==> src/rtl/fir_pkg.sv <==
// Shared definitions for the reconfigurable FIR: FSM states, width helpers
// and the output saturation helper.
package fir_pkg;

    typedef enum logic [1:0] {
        IDLE = 2'd0,
        MAC  = 2'd1,
        OUT  = 2'd2
    } state_e;

    // Ceiling log2, usable in parameter and port width expressions.
    function automatic int clog2(input int value);
        int r;
        int v;
        r = 0;
        v = value - 1;
        while (v > 0) begin
            r++;
            v = v >>> 1;
        end
        return r;
    endfunction

    // Accumulator is wide enough that summing MAX_TAPS full-scale products never overflows.
    function automatic int acc_width(input int data_w, input int coef_w, input int max_taps);
        return data_w + coef_w + clog2(max_taps);
    endfunction

    // Clamp a signed value into the representable range of a w-bit signed word.
    function automatic logic signed [63:0] sat_to_width(input logic signed [63:0] v,
                                                        input int unsigned     w);
        logic signed [63:0] hi;
        logic signed [63:0] lo;
        hi = (64'sd1 <<< (w - 1)) - 64'sd1;
        lo = -(64'sd1 <<< (w - 1));
        if (v > hi) return hi;
        if (v < lo) return lo;
        return v;
    endfunction

endpackage

==> src/rtl/fir_coeff_bank.sv <==
// Coefficient register bank: gated synchronous write, combinational read by tap index.
module fir_coeff_bank
    import fir_pkg::*;
#(
    parameter int COEF_W   = 16,
    parameter int MAX_TAPS = 16,
    parameter int ADDR_W   = 4
) (
    input  logic                     clk_i,
    input  logic                     rst_i,
    input  logic                     we_i,
    input  logic [ADDR_W-1:0]        waddr_i,
    input  logic signed [COEF_W-1:0] wdata_i,
    input  logic [ADDR_W-1:0]        raddr_i,
    output logic signed [COEF_W-1:0] rdata_o
);

    logic signed [COEF_W-1:0] mem_q [MAX_TAPS];

    // Coefficient storage; writes to addresses past the last tap are dropped.
    always_ff @(posedge clk_i) begin
        if (rst_i) begin
            for (int unsigned i = 0; i < MAX_TAPS; i++) begin
                mem_q[i] <= '0;
            end
        end else if (we_i && (int'(waddr_i) < MAX_TAPS)) begin
            mem_q[waddr_i] <= wdata_i;
        end
    end

    // Read port feeding the MAC multiplier.
    always_comb begin
        rdata_o = '0;
        if (int'(raddr_i) < MAX_TAPS) begin
            rdata_o = mem_q[raddr_i];
        end
    end

endmodule

==> src/rtl/param_reconf_fir.sv <==
// Time-multiplexed single-MAC FIR with run-time tap count.
// Define RECONF_FIR_SAT_EN to saturate the output; otherwise it wraps.
module param_reconf_fir
    import fir_pkg::*;
#(
    parameter int DATA_W   = 3,
    parameter int COEF_W   = 16,
    parameter int MAX_TAPS = 16,
    parameter int OUT_W    = 16,
    parameter int SHIFT    = 0
) (
    input  logic                              iClk_12M,
    input  logic                              iRst,
    input  logic                              iEnSample,
    input  logic signed [DATA_W-1:0]          iFirIn,
    input  logic [fir_pkg::clog2(MAX_TAPS):0] iNumOfCoeff,
    input  logic                              iCoeffUpdate,
    input  logic                              iCoeffWrEn,
    input  logic [fir_pkg::clog2(MAX_TAPS)-1:0] iCoeffAddr,
    input  logic signed [COEF_W-1:0]          iCoeffData,
    output logic signed [OUT_W-1:0]           oFirOut,
    output logic                              oValid,
    output logic                              oBusy,
    output logic                              oOverrun
);

    localparam int IDX_W  = clog2(MAX_TAPS);
    localparam int NUM_W  = IDX_W + 1;
    localparam int PROD_W = DATA_W + COEF_W;
    localparam int ACC_W  = acc_width(DATA_W, COEF_W, MAX_TAPS);

    state_e                    state_q;
    logic signed [DATA_W-1:0]  taps_q [MAX_TAPS];
    logic signed [ACC_W-1:0]   acc_q;
    logic [NUM_W-1:0]          n_q;
    logic [IDX_W-1:0]          k_q;
    logic signed [OUT_W-1:0]   out_q;
    logic                      valid_q;
    logic                      drop_q;
    logic                      ovr_q;

    logic signed [COEF_W-1:0]  coef_d;
    logic signed [PROD_W-1:0]  prod_d;
    logic [NUM_W-1:0]          n_d;
    logic signed [ACC_W-1:0]   shifted_d;
    logic signed [OUT_W-1:0]   fmt_d;
    logic                      busy_d;
    logic                      coef_we_d;

    assign busy_d    = (state_q == MAC) || (state_q == OUT);
    assign coef_we_d = iCoeffUpdate && iCoeffWrEn && (state_q == IDLE);

    fir_coeff_bank #(
        .COEF_W   (COEF_W),
        .MAX_TAPS (MAX_TAPS),
        .ADDR_W   (IDX_W)
    ) u_coeff_bank (
        .clk_i   (iClk_12M),
        .rst_i   (iRst),
        .we_i    (coef_we_d),
        .waddr_i (iCoeffAddr),
        .wdata_i (iCoeffData),
        .raddr_i (k_q),
        .rdata_o (coef_d)
    );

    // Tap-count clamp, product of the current tap, and output formatting.
    always_comb begin
        n_d = iNumOfCoeff;
        if (iNumOfCoeff > NUM_W'(MAX_TAPS)) begin
            n_d = NUM_W'(MAX_TAPS);
        end
        prod_d    = taps_q[k_q] * coef_d;
        shifted_d = acc_q >>> SHIFT;
`ifdef RECONF_FIR_SAT_EN
        fmt_d = OUT_W'(sat_to_width(64'(shifted_d), OUT_W));
`else
        fmt_d = OUT_W'(shifted_d);
`endif
    end

    // Sample FSM: accept and shift, one MAC per clock, then publish the result.
    always_ff @(posedge iClk_12M) begin
        if (iRst) begin
            state_q <= IDLE;
            acc_q   <= '0;
            n_q     <= '0;
            k_q     <= '0;
            out_q   <= '0;
            valid_q <= 1'b0;
            drop_q  <= 1'b0;
            ovr_q   <= 1'b0;
            for (int unsigned i = 0; i < MAX_TAPS; i++) begin
                taps_q[i] <= '0;
            end
        end else begin
            valid_q <= 1'b0;
            // Drop is flagged on the edge that sees the strobe and surfaces one clock later.
            drop_q  <= iEnSample && busy_d;
            ovr_q   <= drop_q;
            case (state_q)
                IDLE: begin
                    if (iEnSample) begin
                        taps_q[0] <= iFirIn;
                        for (int unsigned i = 1; i < MAX_TAPS; i++) begin
                            taps_q[i] <= taps_q[i-1];
                        end
                        acc_q   <= '0;
                        n_q     <= n_d;
                        k_q     <= '0;
                        state_q <= (n_d == '0) ? OUT : MAC;
                    end
                end
                MAC: begin
                    acc_q <= acc_q + ACC_W'(prod_d);
                    k_q   <= k_q + IDX_W'(1);
                    if ({1'b0, k_q} == (n_q - NUM_W'(1))) begin
                        state_q <= OUT;
                    end
                end
                OUT: begin
                    out_q   <= fmt_d;
                    valid_q <= 1'b1;
                    state_q <= IDLE;
                end
                default: state_q <= IDLE;
            endcase
        end
    end

    assign oFirOut  = out_q;
    assign oValid   = valid_q;
    assign oBusy    = busy_d;
    assign oOverrun = ovr_q;

endmodule
==> config.mk <==
export PLATFORM = sky130hd
export DESIGN_NAME = param_reconf_fir
export DESIGN_NICKNAME = d
export VERILOG_FILES = /design/src/rtl/fir_pkg.sv /design/src/rtl/fir_coeff_bank.sv /design/src/rtl/param_reconf_fir.sv
export SDC_FILE = /design/constraint.sdc
export NUM_CORES = 1
export LEC_CHECK = 0
export BUFFER_PORTS_ARGS = -buffer_cell sky130_fd_sc_hd__buf_2
export CORE_AREA = 2 2 180 182
export DETAILED_ROUTE_END_ITERATION = 10
export DIE_AREA = 0 0 182 184
export PLACE_DENSITY = 0.79
export SLEW_MARGIN = 20
export SYNTH_ARGS = -nofsm -noshare
export SYNTH_HDL_FRONTEND = slang
export SYNTH_HIERARCHICAL = 1
export SYNTH_SLANG_ARGS = --single-unit
==> constraint.sdc <==
create_clock -name iClk_12M -period 8.4 [get_ports iClk_12M]
set_clock_uncertainty 0.1 [all_clocks]
set_input_delay 0.84 -clock iClk_12M [delete_from_list [all_inputs] [get_ports iClk_12M]]
set_output_delay 0.84 -clock iClk_12M [all_outputs]
set_load 0.01 [all_outputs]
After elaboration in Yosys (flattened, before gate mapping) --
Memory sizes are Yosys's and may differ from the RTL's. A register that Yosys moved wholly into a read port is not among the register bits. Cells that the tools add are included.
Storage, ports and cells: bits in registers 53, memory bits (writable) 304, input port bits 33, output and inout bits 19, logic and storage cells 89, memories kept 2
Memories:
- u_coeff_bank.mem_q | depth 16, bits a word 16, rd ports 1, clocked after memory_dff 1, write ports 16, RTL line fir_coeff_bank.sv:18 | logic signed [COEF_W-1:0] mem_q [MAX_TAPS];
- taps_q | depth 16, bits a word 3, rd ports 16, clocked after memory_dff 1, write ports 16, RTL line param_reconf_fir.sv:33 | logic signed [DATA_W-1:0] taps_q [MAX_TAPS];
Operators by class: add/subtract/negate cells 3, $mul 1, order comparisons 1, equality and inequality tests 5, muxes and demuxes 42, bitwise operators 16, reduce and logical (&&, ||, !) cells 11
Operators by type and width (number):
- $mux W3 | 16
- $pmux W23 S2 | 1
- $mux W4 | 6
- $add A23 B19 Y23 | 1
- $mux W23 | 1
- $mul A3 B16 Y19 | 1
- $mux W16 | 1
- $or A1 B1 Y1 | 16
- $reduce_or A16 Y1 | 1
- $mux W1 | 11
- $pmux W4 S2 | 1
- $mux W2 | 3
- $reduce_and A2 Y1 | 3
- $eq A4 B5 Y1 | 1
- $gt A5 B5 Y1 const B | 1
- $logic_not A5 Y1 | 1
- $mux W5 | 1
- $sub A5 B1 Y5 const B | 1
- $add A4 B1 Y4 const B | 1
- $pmux W2 S2 | 1
- $logic_and A1 B1 Y1 | 3
- $eq A2 B1 Y1 const B | 1
- $eq A2 B2 Y1 const B | 1
- $logic_not A2 Y1 | 1
- 4 further kinds | 4

Logic depth before layout (Yosys ltp) --
Gate-level depths: netlist of the first run.
depth after elaboration 7, mapped depth 23, gate-level depth less buffers 21

Modules after synthesis --
Netlist of the first run, hierarchy kept.
Modules (own cells, without submodules):
- fir_coeff_bank | times used 1, cells each 722, area each 11533.6 sq um, sequential area each 7687.4 sq um
- param_reconf_fir | times used 1, cells each 507, area each 5664.2 sq um, sequential area each 2442.3 sq um

Worst setup path before layout of the first run --
No wires, ideal clock.
path kind register to register, start reg k_q[0] (netlist name), end reg acc_q[12], arrival time 5.206 ns, slack 2.976 ns, cell stages (with the launch flop) 22, path buffers 2, period minus slack after synthesis 5.424 ns, cell sequence dfxtp_1 > buf_2 > buf_2 > mux4_2 > a22oi_1 > nand2_1 > or2_2 > fa_1 > fa_1 > fa_1 > inv_1 > ha_1 > inv_1 > fa_1 > nor2b_1 > o21ai_0 > a21boi_1 > o21bai_1 > a21oi_1 > o21a_1 > or3_1 > a32o_1
RTL lines:
- to (signal assigned) | RTL line param_reconf_fir.sv:115 | acc_q <= acc_q + ACC_W'(prod_d);
- to (decl) | RTL line param_reconf_fir.sv:34 | logic signed [ACC_W-1:0] acc_q;

==> results of run 1 <==
==> metrics by stage <==
step           setup slack [ns]  instances  utilization (%)  area [um2]  power [W]
6_report                   2.45       1697             61.0       19200    0.00426
3_5_place_dp               2.41       1629             56.8       17800    0.00252
3_3_place_gp               2.54       1629             56.8       17800    0.00250
2_1_floorplan              2.98       1229                -       17200    0.00240
5_1_grt                    2.06       1697             61.0       19200    0.00442
4_1_cts                    2.40       1697             61.0       19200    0.00430
==> path summary, 6_finish.rpt <==
check                   end  slack [ns]
setup / recovery  acc_q[12]        2.45
hold / removal     oOverrun        0.35
setup reg to reg  acc_q[12]        2.45
hold reg to reg    oOverrun        0.35
==> worst max-delay path, cell delays in order, from the launching register on <==
cell and delay [ns]:
sky130_fd_sc_hd__dfxtp_2 0.59, sky130_fd_sc_hd__buf_4 0.68, sky130_fd_sc_hd__mux4_2 0.42, sky130_fd_sc_hd__a22oi_1 0.20, sky130_fd_sc_hd__nand2_1 0.09, sky130_fd_sc_hd__or2_2 0.31
sky130_fd_sc_hd__fa_1 0.50, sky130_fd_sc_hd__fa_1 0.43, sky130_fd_sc_hd__fa_1 0.51, sky130_fd_sc_hd__inv_1 0.04, sky130_fd_sc_hd__ha_1 0.19, sky130_fd_sc_hd__inv_1 0.08
sky130_fd_sc_hd__fa_1 0.21, sky130_fd_sc_hd__nor2b_1 0.05, sky130_fd_sc_hd__o21ai_0 0.21, sky130_fd_sc_hd__a21boi_1 0.14, sky130_fd_sc_hd__o21bai_1 0.18, sky130_fd_sc_hd__a21oi_1 0.12
sky130_fd_sc_hd__o21a_1 0.21, sky130_fd_sc_hd__or3_1 0.31, sky130_fd_sc_hd__a32o_1 0.24
==> logic make-up (layout without fill, tap and decap cells) <==
family,Yosys count,in the layout,share of synthesized area [%]
simple gates,485,485,16.1
flops,354,354,58.9
buf+inv,110,176,2.55
mux,102,102,11.8
compound gates,95,95,3.82
fa+ha+maj,62,62,5.73
xor+xnor,21,21,1.07
==> placed cells by master, fill, tap and decap left out, types with 3 or more instances in the layout <==
cell / instances
sky130_fd_sc_hd__inv_1: 34
sky130_fd_sc_hd__nor2_1: 89
sky130_fd_sc_hd__mux2i_1: 23
sky130_fd_sc_hd__mux4_1: 12
sky130_fd_sc_hd__buf_2: 51
sky130_fd_sc_hd__fa_1: 28
sky130_fd_sc_hd__clkbuf_16: 38
sky130_fd_sc_hd__or2_2: 14
sky130_fd_sc_hd__ha_1: 34
sky130_fd_sc_hd__nor2_2: 4
sky130_fd_sc_hd__edfxtp_1: 304
sky130_fd_sc_hd__xnor2_1: 18
sky130_fd_sc_hd__clkbuf_1: 6
sky130_fd_sc_hd__and2_1: 288
sky130_fd_sc_hd__nor3_2: 3
sky130_fd_sc_hd__nand2_1: 34
sky130_fd_sc_hd__nor3_1: 4
sky130_fd_sc_hd__o21ai_0: 12
sky130_fd_sc_hd__dfxtp_1: 48
sky130_fd_sc_hd__a22oi_1: 42
sky130_fd_sc_hd__clkinv_1: 5
sky130_fd_sc_hd__nand2b_1: 5
sky130_fd_sc_hd__clkinv_2: 4
sky130_fd_sc_hd__a21o_1: 3
sky130_fd_sc_hd__a21oi_1: 15
sky130_fd_sc_hd__or2_1: 4
sky130_fd_sc_hd__buf_4: 22
sky130_fd_sc_hd__bufinv_16: 8
sky130_fd_sc_hd__nor2b_1: 24
sky130_fd_sc_hd__a22o_1: 7
sky130_fd_sc_hd__xor2_1: 3
sky130_fd_sc_hd__mux4_2: 64
==> flip-flops by register name (all words and copies together), names as in the netlist, named ones only <==
signal,count
state_q,2
drop_q,1
u_coeff_bank/mem_q,256
acc_q,16
n_q,5
k_q,4
oValid,1
oFirOut,16
taps_q,48
oOverrun,1
==> power groups by stage <==
| stage | clock [W] | combinational [W] | sequential (W) |
|---|---|---|---|
| floorplan | 0 | 0.000345 | 0.00205 |
| global placement | 0 | 0.000432 | 0.00207 |
| detailed placement | 0 | 0.000447 | 0.00208 |
| CTS | 0.00180 | 0.000452 | 0.00204 |
| global route | 0.00187 | 0.000502 | 0.00205 |
| finish | 0.00178 | 0.000448 | 0.00204 |
==> per-layer routing <==
layer / vias up / share of wire [%]
met5: - / 0.50
met4: 4 / 2.3
met3: 60 / 6.4
met2: 310 / 49
met1: 4894 / 42
li1: 4509 / -
==> layout make-up <==
type | instances | area [um2] | area share, %
well taps | 402 | 503 | 2.63
inverters | 35 | 131 | 0.686
multi-input cells | 765 | 6630 | 34.6
flip-flops and latches | 354 | 10100 | 52.9
repair buffers | 73 | 420 | 2.19
clock buffers | 48 | 1010 | 5.28
clock inverters | 20 | 324 | 1.69
==> insert_results.sql, run 1 <==
INSERT INTO impl_metrics (metric_group, metric, value, unit) VALUES
('min_path', 'timing.hold.worst.start', 'drop_q', ''),
('detailed_routing', 'wirelength', '35500', 'um'),
('pwr', 'p_seq_share', '47.8', '%'),
('detailed_routing', 'drc', '0', ''),
('cts', 'holdBufCountCts', '0', ''),
('critical_path', 'crit_path_max_fanout', '50', ''),
('floorplan', 'floorplan.die_area', '33500', 'um2'),
('global_routing', 'antenna_found_initial', '1', ''),
('global_routing', 'grt_start_max_net_pins', '74', ''),
('detailed_routing', 'drt_first_pass_iters', '5', ''),
('cts', 'clock_insertion_delay_at_the_later_pin_of_the_skew_report', '0.53', 'ns'),
('synthesis', 'synth.area.top_cells', 'sky130_fd_sc_hd__edfxtp_1 53%, sky130_fd_sc_hd__and2_1 10%, sky130_fd_sc_hd__mux4_2 8.4%', ''),
('finish', 'final.fill_count', '2330', ''),
('timing', 'worst_slew_margin_relative_to_its_limit', '21.7', '%'),
('synthesis', 'seq_area_frac_synth', '58.9', '%'),
('cts', 'htree_levels', '2', ''),
('placement', 'buffer_ports.inserted', '51', ''),
('critical_path', 'start_kind', 'flip-flop', ''),
('pwr', 'power_switching', '0.000973', 'W'),
('cts', 'cts_buffers', '37', ''),
('pwr', 'pwr-share-comb', '10.5', '%'),
('synthesis', 'netlist.area_leader.share', '53.1', '%'),
('timing', 'fin_setup_tns', '0', 'ns'),
('cts', 'clock_tree.buffer_depth', '3', ''),
('pwr', 'peakVddDrop', '0.000155', 'V'),
('global_routing', 'grt_first_pass_wirelength', '56100', 'um'),
('timing', 'final.hold.worst_slack', '0.352', 'ns'),
('synthesis', 'synth_common_cells', '304 x sky130_fd_sc_hd__edfxtp_1, 288 x sky130_fd_sc_hd__and2_1, 89 x sky130_fd_sc_hd__nor2_1, 64 x sky130_fd_sc_hd__mux4_2, 57 x sky130_fd_sc_hd__clkbuf_1', ''),
('global_routing', 'globalRouteMet1Util', '28.7', '%'),
('placement', 'gp_congestion', '0.799', ''),
('floorplan', 'floorplan.die.width', '182', 'um'),
('timing', 'final_min_period_over_clock_period', '70.9', '%'),
('detailed_routing', 'ant_nets', '0', ''),
('floorplan', 'die_height', '184', 'um'),
('critical_path', 'worst-endpoint-required', '8.71', 'ns'),
('placement', 'dp_hpwl', '22800', 'um'),
('pwr', 'cell_internal_pwr', '0.00329', 'W'),
('pwr', 'clock_power_share', '41.6', '%'),
('finish', 'diodes', '0', ''),
('pwr', 'power_density_of_the_placed_cells', '223', 'nW/um2'),
('synthesis', 'ys_dominant_reg_cell', 'sky130_fd_sc_hd__edfxtp_1', ''),
('pwr', 'leakage', '7.36', 'nW'),
('global_routing', 'gr-total-overflow', '0', ''),
('run', 'drv.max_cap_violation_count', '0', ''),
('cts', 'clkSlewWorstSetupHoldPaths', '0.06', 'ns'),
('synthesis', 'ys.warnings.count', '6', ''),
('synthesis', 'yosysMostFrequentCell', 'sky130_fd_sc_hd__edfxtp_1', ''),
('critical_path', 'setup.worst_path.start', 'k_q[1]', ''),
('detailed_routing', 'routed-via-count', '9777', ''),
('critical_path', 'crit_path_kind', 'reg -> reg', ''),
('cts', 'post-cts-setup-buffers', '0', ''),
('synthesis', 'mean_instance_size_in_the_synthesized_netlist', '14.0', 'um2'),
('cts', 'post_cts_resize_count', '0', ''),
('synthesis', 'synth_edf_count', '304', ''),
('timing', 'fmaxAchievable', '168', 'MHz'),
('timing', 'finalCriticalPeriod', '5.95', 'ns'),
('floorplan', 'initial_utilization', '54.8', '%'),
('global_routing', 'groute.usage.overall', '21.8', '%'),
('floorplan', 'rows', '65', ''),
('synthesis', 'synthesis.nets', '1324', ''),
('min_path', 'hp-class', 'reg -> reg', ''),
('outcome', 'result_of_the_run', 'completed', ''),
('critical_path', 'worst_path_arrival', '6.26', 'ns'),
('synthesis', 'post_synth_num_cell_types', '55', ''),
('timing', 'timing.final.max_slew_violations', '0', ''),
('timing', 'timing.final.setup_violations', '0', ''),
('finish', 'drive_gt1_share', '17.4', '%'),
('min_path', 'timing.hold.worst_path_depth', '1', ''),
('finish', 'design.final.nets', '1361', ''),
('detailed_routing', 'drt-initial-drc-count', '808', ''),
('pwr', 'switching_share', '22.8', '%');
Note: power is estimated with default switching activity, not from simulation.
==> run 2, diff against run 1 <==
--- a/config.mk
+++ b/config.mk
@@ -5,11 +5,12 @@
 export SDC_FILE = /design/constraint.sdc
 export NUM_CORES = 1
 export LEC_CHECK = 0
+export ABC_AREA = 1
 export BUFFER_PORTS_ARGS = -buffer_cell sky130_fd_sc_hd__buf_2
-export CORE_AREA = 2 2 180 182
+export CORE_AREA = 2 2 185 187
 export DETAILED_ROUTE_END_ITERATION = 10
-export DIE_AREA = 0 0 182 184
-export PLACE_DENSITY = 0.79
+export DIE_AREA = 0 0 187 189
+export PLACE_DENSITY = 0.82
 export SLEW_MARGIN = 20
 export SYNTH_ARGS = -nofsm -noshare
 export SYNTH_HDL_FRONTEND = slang
==> constraint.sdc (replaced) <==
create_clock -name iClk_12M -period 5.2 [get_ports iClk_12M]
set_clock_uncertainty 0.1 [all_clocks]
set_input_delay 0.52 -clock iClk_12M [delete_from_list [all_inputs] [get_ports iClk_12M]]
set_output_delay 0.52 -clock iClk_12M [all_outputs]
set_load 0.01 [all_outputs]
==> run 2 against run 1 <==
Design area rose by 3.8%; via count increased by 44%; area after synthesis is 5.7% higher; global-route usage grew 4.2 points; die area is 5.5% higher; count of clock-buffer cells in the layout up 3; critical endpoint is now acc_q[10]; largest cell class unchanged; largest power group unchanged.
==> insert_results.sql, run 2 <==
INSERT INTO impl_metrics (metric_group, metric, value, unit) VALUES
('outcome', 'result_of_the_run', 'completed', ''),
('synthesis', 'synth-async-reset-ratio', '0', '%'),
('timing', 'min_setup_slack_post_route', '0.295', 'ns'),
('finish', 'final.fill_count', '2767', ''),
('synthesis', 'seq_area_frac_synth', '55.7', '%'),
('timing', 'finalCriticalPeriod', '4.90', 'ns'),
('placement', 'gp_congestion', '0.941', ''),
('detailed_routing', 'routed-via-count', '14100', ''),
('finish', 'number_of_flip_flops_in_the_largest_register', '256', ''),
('synthesis', 'post_synth_fa_ha_maj_area_fraction', '5.42', '%'),
('synthesis', 'ys_dominant_reg_cell', 'sky130_fd_sc_hd__edfxtp_1', ''),
('critical_path', 'worst_path_largest_cell_delay', '0.52', 'ns'),
('placement', 'dp_hpwl', '29000', 'um'),
('global_routing', 'antenna_found_initial', '0', ''),
('detailed_routing', 'routedWlPerCell', '17.6', 'um'),
('detailed_routing', 'drt-initial-drc-count', '1642', ''),
('synthesis', 'synth_edf_count', '304', ''),
('detailed_routing', 'wirelength', '45400', 'um'),
('placement', 'buffer_ports.inserted', '51', ''),
('finish', 'diodes', '0', ''),
('synthesis', 'synthesis.nets', '2191', ''),
('finish', 'max_flop_register', 'u_coeff_bank/mem_q', ''),
('floorplan', 'floorplan.die_area', '35300', 'um2'),
('global_routing', 'number_of_global_route_vias_before_repair', '13700', ''),
('cts', 'clockRootBuffer', 'sky130_fd_sc_hd__clkbuf_16', ''),
('floorplan', 'initial_utilization', '54.6', '%'),
('timing', 'grt_setup_unrepaired', 'yes', ''),
('synthesis', 'synth.area.top_cells', 'sky130_fd_sc_hd__edfxtp_1 50%, sky130_fd_sc_hd__nand2_1 9.5%, sky130_fd_sc_hd__nor2_1 8.1%', ''),
('critical_path', 'worst-endpoint-required', '5.47', 'ns'),
('finish', 'reg_top3', 'u_coeff_bank/mem_q x256, taps_q x48', ''),
('critical_path', 'critical_path.endpoint_type', 'flip-flop', ''),
('critical_path', 'crit_path_max_fanout', '26', ''),
('cts', 'clock_insertion_delay_at_the_later_pin_of_the_skew_report', '0.53', 'ns'),
('finish', 'design.final.nets', '2196', ''),
('critical_path', 'critPathSlowestCell', 'sky130_fd_sc_hd__fa_1', ''),
('global_routing', 'groute.usage.overall', '26.0', '%'),
('timing', 'fin_setup_tns', '0', 'ns'),
('synthesis', 'muxShareOfSynthArea', '0', '%'),
('synthesis', 'ys_seq_elements', '354', ''),
('cts', 'htree_levels', '2', ''),
('run', 'drv.max_cap_violation_count', '0', ''),
('pwr', 'power_density_of_the_placed_cells', '362', 'nW/um2'),
('detailed_routing', 'vias_per_cell', '5.48', ''),
('synthesis', 'compound_cell_area_share_of_the_yosys_netlist', '3.19', '%'),
('timing', 'max_slew.worst_pin.slew', '0.969', 'ns'),
('placement', 'detailed_place.area', '18700', 'um2'),
('finish', 'layout.cells.most_common_list', '457 x sky130_fd_sc_hd__nand2_1, 393 x sky130_fd_sc_hd__nor2_1, 330 x sky130_fd_sc_hd__inv_1, 304 x sky130_fd_sc_hd__edfxtp_1, 241 x sky130_fd_sc_hd__nand3_1', ''),
('synthesis', 'post_synth_design_cell_area', '18200', 'um2'),
('detailed_routing', 'ant_nets', '0', ''),
('critical_path', 'start_kind', 'flip-flop', ''),
('synthesis', 'ys.warnings.count', '6', ''),
('cts', 'cts_buffers', '37', ''),
('synthesis', 'area_leader_netlist', 'sky130_fd_sc_hd__edfxtp_1', ''),
('synthesis', 'mean_instance_size_in_the_synthesized_netlist', '8.67', 'um2'),
('timing', 'final.hold.worst_slack', '0.144', 'ns'),
('finish', 'mostFrequentLayoutCell', 'sky130_fd_sc_hd__nand2_1', ''),
('cts', 'post-cts-setup-buffers', '0', ''),
('critical_path', 'worstPathCellList', 'clkinv_2, buf_12, nand2_1, nand3_1, nand3_1, nand3_1, nand2_1, nand2_1, fa_1, fa_1, fa_1, inv_1, ha_1, inv_1, fa_1, inv_1, a21oi_1, or2_2, nand2_1, nand2_1, nand2_1, a21oi_1, o21ai_0, a21oi_1', ''),
('floorplan', 'floorplan.die.width', '187', 'um'),
('placement', 'place_ws', '0.333', 'ns'),
('detailed_routing', 'drt_first_pass_iters', '6', ''),
('timing', 'hold_viol_final', '0', ''),
('synthesis', 'synthesis.instances', '2096', ''),
('synthesis', 'yosysMostFrequentCell', 'sky130_fd_sc_hd__nand2_1', ''),
('global_routing', 'grt_first_pass_wirelength', '72000', 'um'),
('synthesis', 'synth_xor_area_share', '0.337', '%'),
('timing', 'fmaxAchievable', '204', 'MHz'),
('synthesis', 'synth_common_cells', '459 x sky130_fd_sc_hd__nand2_1, 393 x sky130_fd_sc_hd__nor2_1, 332 x sky130_fd_sc_hd__inv_1, 304 x sky130_fd_sc_hd__edfxtp_1, 241 x sky130_fd_sc_hd__nand3_1', ''),
('critical_path', 'worst_path_arrival', '5.18', 'ns'),
('cts', 'cts_tree', 'yes', ''),
('timing', 'final_min_period_over_clock_period', '94.3', '%'),
('floorplan', 'die_height', '189', 'um'),
('timing', 'worst_slew_margin_relative_to_its_limit', '35.3', '%'),
('floorplan', 'fp.coreArea', '33300', 'um2'),
('pwr', 'peakVddDrop', '0.000266', 'V'),
('cts', 'clkSlewWorstSetupHoldPaths', '0.06', 'ns'),
('global_routing', 'grt_start_max_net_pins', '69', ''),
('floorplan', 'ioPinCount', '52', ''),
('synthesis', 'post_synth_num_cell_types', '35', ''),
('critical_path', 'crit_path_kind', 'reg -> reg', ''),
('cts', 'clock_tree.buffer_depth', '3', ''),
('cts', 'cts_num_sinks', '354', ''),
('floorplan', 'rows', '67', ''),
('synthesis', 'synthSimpleGateAreaFrac', '25.5', '%'),
('detailed_routing', 'drc', '0', ''),
('critical_path', 'cp_common_cell', 'sky130_fd_sc_hd__nand2_1', ''),
('min_path', 'hp-class', 'in -> reg', ''),
('global_routing', 'gr-total-overflow', '0', ''),
('finish', 'area_delta_synth_final', '9.38', '%'),
('finish', 'final_design_area_no_fill', '19900', 'um2'),
('pwr', 'leakage', '9.03', 'nW'),
('synthesis', 'synth_top_family_by_area', 'simple AND/OR/NAND/NOR gates', ''),
('synthesis', 'netlist.area_leader.share', '50.2', '%'),
('timing', 'timing.final.setup_violations', '0', ''),
('timing', 'timing.final.max_slew_violations', '0', ''),
('finish', 'drive_gt1_share', '7.38', '%');
==> run 2: changes by cell type after synthesis, sizes merged, moves of 14 or more <==
cell,previous run,this run
or2,18,3
nand2,34,476
o21ai,14,44
a21oi,15,47
and2,288,0
a22oi,42,0
buf,18,55
xnor2,18,4
mux4,76,0
nor2b,25,0
inv,35,335
nand3,2,241
nor2,94,393
mux2i,23,0
==> run 2: per-layer routing <==
| metal | vias up | global-route usage (%) | routed length, um |
|---|---|---|---|
| met5 | - | 0 | 0 |
| met4 | 0 | 13.6 | 2270 |
| met3 | 139 | 4.04 | 3930 |
| met2 | 709 | 42.7 | 21700 |
| met1 | 6637 | 33.5 | 17500 |
| li1 | 6637 | - | - |
==> run 2: worst paths after layout <==
path              startpoint        end  slack, ns  cells past startpoint
hold / removal     iEnSample     drop_q       0.14                      3
hold reg to reg       drop_q   oOverrun       0.31                      2
setup reg to reg      k_q[0]  acc_q[10]       0.30                     24
setup / recovery      k_q[0]  acc_q[10]       0.30                     24
==> run 2: repair_timing <==
item,in CTS,in global routing
hold buffers,0,0
setup endpoints to repair,0,5
resized for setup,0,9
==> run 2: through the flow <==
step / power [W] / cells / utilization [%]
after floorplan: 0.00430 / 2096 / -
after global placement: 0.00462 / 2509 / 56.1
after detailed placement: 0.00467 / 2509 / 56.1
after CTS: 0.00720 / 2574 / 59.5
after global routing: 0.00751 / 2575 / 59.7
final: 0.00720 / 2575 / 59.7
==> run 2: worst max-delay path: cells and delay by family (launching register included) <==
family,cells,cell delay [ns]
flops,1,0.37
fa+ha+maj,5,2.00
simple gates,10,1.25
buf+inv,5,0.71
compound gates,4,0.31
==> run 2: final cells by class <==
cell class              count  area (um2)  share of cell area (%)
flip-flops and latches    354       10100                    51.0
multi-input cells        1301        6280                    31.6
inverters                 335        1260                    6.35
clock buffers              51        1050                    5.30
well taps                 448         561                    2.82
repair buffers             72         490                    2.47
clock inverters            14         100                   0.503
==> run 2: power by group <==
part / switching [W] / internal (W) / leakage [nW]
Clock: 0.00106 / 0.00147 / 0.566
Combinational: 0.000915 / 0.000419 / 4.89
Sequential: 0.0000722 / 0.00326 / 3.57
==> run 2: logic make-up (layout without fill, tap and decap cells) <==
logic type	count (synthesis)	in the layout
buffers and inverters	441	472
adders and majority gates	62	62
AOI/OAI and AO/OA	108	108
xor gates and xnor gates	7	7
and+or+nand+nor	1124	1124
DFF	354	354
==> run 3, diff against run 2 <==
--- a/config.mk
+++ b/config.mk
@@ -11,6 +11,7 @@
 export DETAILED_ROUTE_END_ITERATION = 10
 export DIE_AREA = 0 0 187 189
 export PLACE_DENSITY = 0.82
+export SETUP_SLACK_MARGIN = 0.5
 export SLEW_MARGIN = 20
 export SYNTH_ARGS = -nofsm -noshare
 export SYNTH_HDL_FRONTEND = slang
==> run 3 against run 2 <==
Critical path depth is 2 higher; largest cell class unchanged; flip-flop and latch count did not move; count of clock-buffer cells in the layout is the same; global-route usage grew 0.48 points; clock power hardly changed; critical endpoint unchanged; design area up 3.6%; power rose by 4.3%; sequential power about the same; register-to-register slack improved by 0.24 ns; combinational power up 23%; routed wire length increased by 6.3%.
==> insert_results.sql, run 3 (synthesized netlist as in run 2, its figures left out) <==
INSERT INTO impl_metrics (metric_group, metric, value, unit) VALUES
('timing', 'grt_setup_unrepaired', 'yes', ''),
('finish', 'diodes', '0', ''),
('cts', 'cts_num_sinks', '354', ''),
('critical_path', 'crit_path_max_fanout', '8', ''),
('global_routing', 'antenna_found_initial', '0', ''),
('finish', 'final.fill_count', '2638', ''),
('pwr', 'leakage', '9.26', 'nW'),
('cts', 'htree_levels', '2', ''),
('detailed_routing', 'routedWlPerCell', '18.5', 'um'),
('finish', 'area_delta_synth_final', '13.3', '%'),
('cts', 'clkSlewWorstSetupHoldPaths', '0.06', 'ns'),
('floorplan', 'ioPinCount', '52', ''),
('timing', 'timing.final.max_slew_violations', '0', ''),
('global_routing', 'gr-total-overflow', '0', ''),
('cts', 'cts_buffers', '37', ''),
('floorplan', 'fp.coreArea', '33300', 'um2'),
('pwr', 'peakVddDrop', '0.000269', 'V'),
('timing', 'fin_setup_tns', '0', 'ns'),
('detailed_routing', 'routed-via-count', '14500', ''),
('run', 'drv.max_cap_violation_count', '0', ''),
('detailed_routing', 'ant_nets', '0', ''),
('finish', 'mostFrequentLayoutCell', 'sky130_fd_sc_hd__nand2_1', ''),
('global_routing', 'number_of_global_route_vias_before_repair', '13900', ''),
('cts', 'clock_tree.buffer_depth', '3', ''),
('cts', 'clockRootBuffer', 'sky130_fd_sc_hd__clkbuf_16', ''),
('min_path', 'timing.hold.worst.start', 'iEnSample', ''),
('timing', 'final_min_period_over_clock_period', '89.8', '%'),
('finish', 'drive_gt1_share', '11.9', '%'),
('placement', 'gp_congestion', '0.941', ''),
('pwr', 'power_density_of_the_placed_cells', '364', 'nW/um2'),
('outcome', 'result_of_the_run', 'completed', ''),
('finish', 'finish.utilization', '61.9', '%'),
('detailed_routing', 'drt_first_pass_iters', '8', ''),
('floorplan', 'initial_utilization', '54.6', '%'),
('timing', 'max_slew.worst_pin.slew', '0.980', 'ns'),
('min_path', 'timing.hold.worst_path_depth', '3', ''),
('finish', 'design.final.nets', '2225', ''),
('floorplan', 'die_height', '189', 'um'),
('floorplan', 'floorplan.die.width', '187', 'um'),
('floorplan', 'rows', '67', ''),
('cts', 'clock_insertion_delay_at_the_later_pin_of_the_skew_report', '0.54', 'ns'),
('placement', 'dp_hpwl', '29000', 'um'),
('placement', 'buffer_ports.inserted', '51', ''),
('critical_path', 'regToRegEndpoint', 'acc_q[10]', ''),
('critical_path', 'start_kind', 'flip-flop', ''),
('timing', 'min_setup_slack_post_route', '0.531', 'ns'),
('timing', 'timing.final.setup_violations', '0', ''),
('detailed_routing', 'wirelength', '48300', 'um'),
('critical_path', 'critical_path.endpoint_type', 'flip-flop', ''),
('critical_path', 'crit_path_kind', 'reg -> reg', ''),
('placement', 'place_ws', '0.333', 'ns'),
('detailed_routing', 'drc', '0', ''),
('min_path', 'worstHoldEndpoint', 'drop_q', ''),
('global_routing', 'grt_first_pass_wirelength', '73200', 'um'),
('detailed_routing', 'drt-initial-drc-count', '1901', ''),
('critical_path', 'worst-r2r-setup-slack', '0.53', 'ns'),
('global_routing', 'grt_start_max_net_pins', '52', ''),
('timing', 'fmaxAchievable', '214', 'MHz'),
('finish', 'layout.cells.most_common_list', '445 x sky130_fd_sc_hd__nand2_1, 378 x sky130_fd_sc_hd__nor2_1, 318 x sky130_fd_sc_hd__inv_1, 304 x sky130_fd_sc_hd__edfxtp_1, 227 x sky130_fd_sc_hd__nand3_1', ''),
('floorplan', 'floorplan.die_area', '35300', 'um2'),
('timing', 'worst_slew_margin_relative_to_its_limit', '34.6', '%'),
('finish', 'number_of_flip_flops_in_the_largest_register', '256', ''),
('critical_path', 'r2r.worst_path.cells', '26', ''),
('finish', 'max_flop_register', 'u_coeff_bank/mem_q', ''),
('critical_path', 'worst_path_arrival', '4.95', 'ns'),
('detailed_routing', 'vias_per_cell', '5.58', ''),
('cts', 'cts_tree', 'yes', ''),
('timing', 'final.hold.worst_slack', '0.138', 'ns'),
('timing', 'finalCriticalPeriod', '4.67', 'ns'),
('finish', 'reg_top3', 'u_coeff_bank/mem_q x256, taps_q x48', ''),
('critical_path', 'worst-endpoint-required', '5.48', 'ns'),
('timing', 'hold_viol_final', '0', ''),
('critical_path', 'r2r-start', 'k_q[0]', ''),
('global_routing', 'groute.usage.overall', '26.4', '%'),
('min_path', 'hp-class', 'in -> reg', '');
run 3: cell count changes in the layout (fill, tap and decap cells not counted), moves of 3 or more:
cell	before	now
sky130_fd_sc_hd__buf_12	3	9
sky130_fd_sc_hd__buf_4	12	31
sky130_fd_sc_hd__clkbuf_16	41	44
sky130_fd_sc_hd__clkinvlp_4	1	4
sky130_fd_sc_hd__ha_1	34	24
sky130_fd_sc_hd__ha_4	0	9
sky130_fd_sc_hd__inv_1	330	318
sky130_fd_sc_hd__inv_2	3	11
sky130_fd_sc_hd__nand2_1	457	445
sky130_fd_sc_hd__nand2_2	18	30
sky130_fd_sc_hd__nand3_1	241	227
sky130_fd_sc_hd__nand3_2	0	13
sky130_fd_sc_hd__nor2_1	393	378
sky130_fd_sc_hd__nor2_2	0	15
run 3: power by group:
part	internal, W	switching [W]	total [W]	leakage, nW
logic	0.000584	0.00105	0.00163	5.12
clock network	0.00147	0.00107	0.00254	0.566
registers	0.00326	0.0000756	0.00333	3.57
run 3: worst max-delay path: stages, from the launching register on:
cell and delay (ns):
sky130_fd_sc_hd__dfxtp_4 0.44, sky130_fd_sc_hd__clkinv_8 0.12, sky130_fd_sc_hd__buf_12 0.17, sky130_fd_sc_hd__nand2_2 0.07, sky130_fd_sc_hd__nand2_1 0.05, sky130_fd_sc_hd__nand2_1 0.06, sky130_fd_sc_hd__nand3_1 0.10, sky130_fd_sc_hd__nand3_2 0.10
sky130_fd_sc_hd__nand2_2 0.09, sky130_fd_sc_hd__inv_2 0.08, sky130_fd_sc_hd__nand2_1 0.08, sky130_fd_sc_hd__fa_1 0.51, sky130_fd_sc_hd__fa_1 0.55, sky130_fd_sc_hd__fa_2 0.45, sky130_fd_sc_hd__inv_2 0.08, sky130_fd_sc_hd__ha_4 0.14
sky130_fd_sc_hd__inv_2 0.05, sky130_fd_sc_hd__fa_2 0.39, sky130_fd_sc_hd__inv_2 0.10, sky130_fd_sc_hd__a21oi_1 0.08, sky130_fd_sc_hd__or2_2 0.29, sky130_fd_sc_hd__nand2_1 0.07, sky130_fd_sc_hd__nand2_1 0.05, sky130_fd_sc_hd__nand2_1 0.07
sky130_fd_sc_hd__a21oi_1 0.06, sky130_fd_sc_hd__o21ai_0 0.09, sky130_fd_sc_hd__a21oi_1 0.08
run 3: timing repair:
action,4_1_cts,5_1_grt
hold buffers,0,0
gates cloned,2,5
gates resized for setup,18,89
setup buffers,1,22
pin swaps,0,13
setup endpoints to repair,6,9
endpoints found under the hold margin,0,0
run 3: worst max path at each step:
stage | depth (start not counted) | slack [ns] | end | start
2_1_floorplan | 25 | 0.78 | acc_q[10] | k_q[0]
3_3_place_gp | 23 | 0.41 | acc_q[13] | k_q[0]
3_5_place_dp | 23 | 0.33 | acc_q[15] | k_q[0]
4_1_cts | 23 | 0.51 | acc_q[15] | k_q[0]
5_1_grt | 24 | 0.27 | acc_q[9] | flip-flop
6_report | 26 | 0.53 | acc_q[10] | k_q[0]
run 3: per-stage QoR:
stage	power (W)	cells	cell area (um2)
6_report	0.00751	2604	20600
5_1_grt	0.00781	2604	20600
4_1_cts	0.00724	2577	20000
3_5_place_dp	0.00467	2509	18700
3_3_place_gp	0.00462	2509	18700
2_1_floorplan	0.00430	2096	18200
run 3: final cells by class:
class	count	area [um2]	area share, %
sequential	354	10100	49.2
tap	448	561	2.72
timing repair buffer	101	876	4.25
multi-input combinational	1301	6580	31.9
clock inverter	14	100	0.486
clock buffer	51	1050	5.11
inverter	335	1290	6.26
run 3: per-layer routing:
| metal | vias up | GRT usage [%] | part of all wire (%) | wire length, um |
|---|---|---|---|---|
| met5 | - | 0 | 0 | 0 |
| met4 | 0 | 14.5 | 5.7 | 2750 |
| met3 | 179 | 4.26 | 10 | 4920 |
| met2 | 889 | 43.3 | 47 | 22800 |
| met1 | 6765 | 33.9 | 37 | 17800 |
| li1 | 6693 | - | - | - |
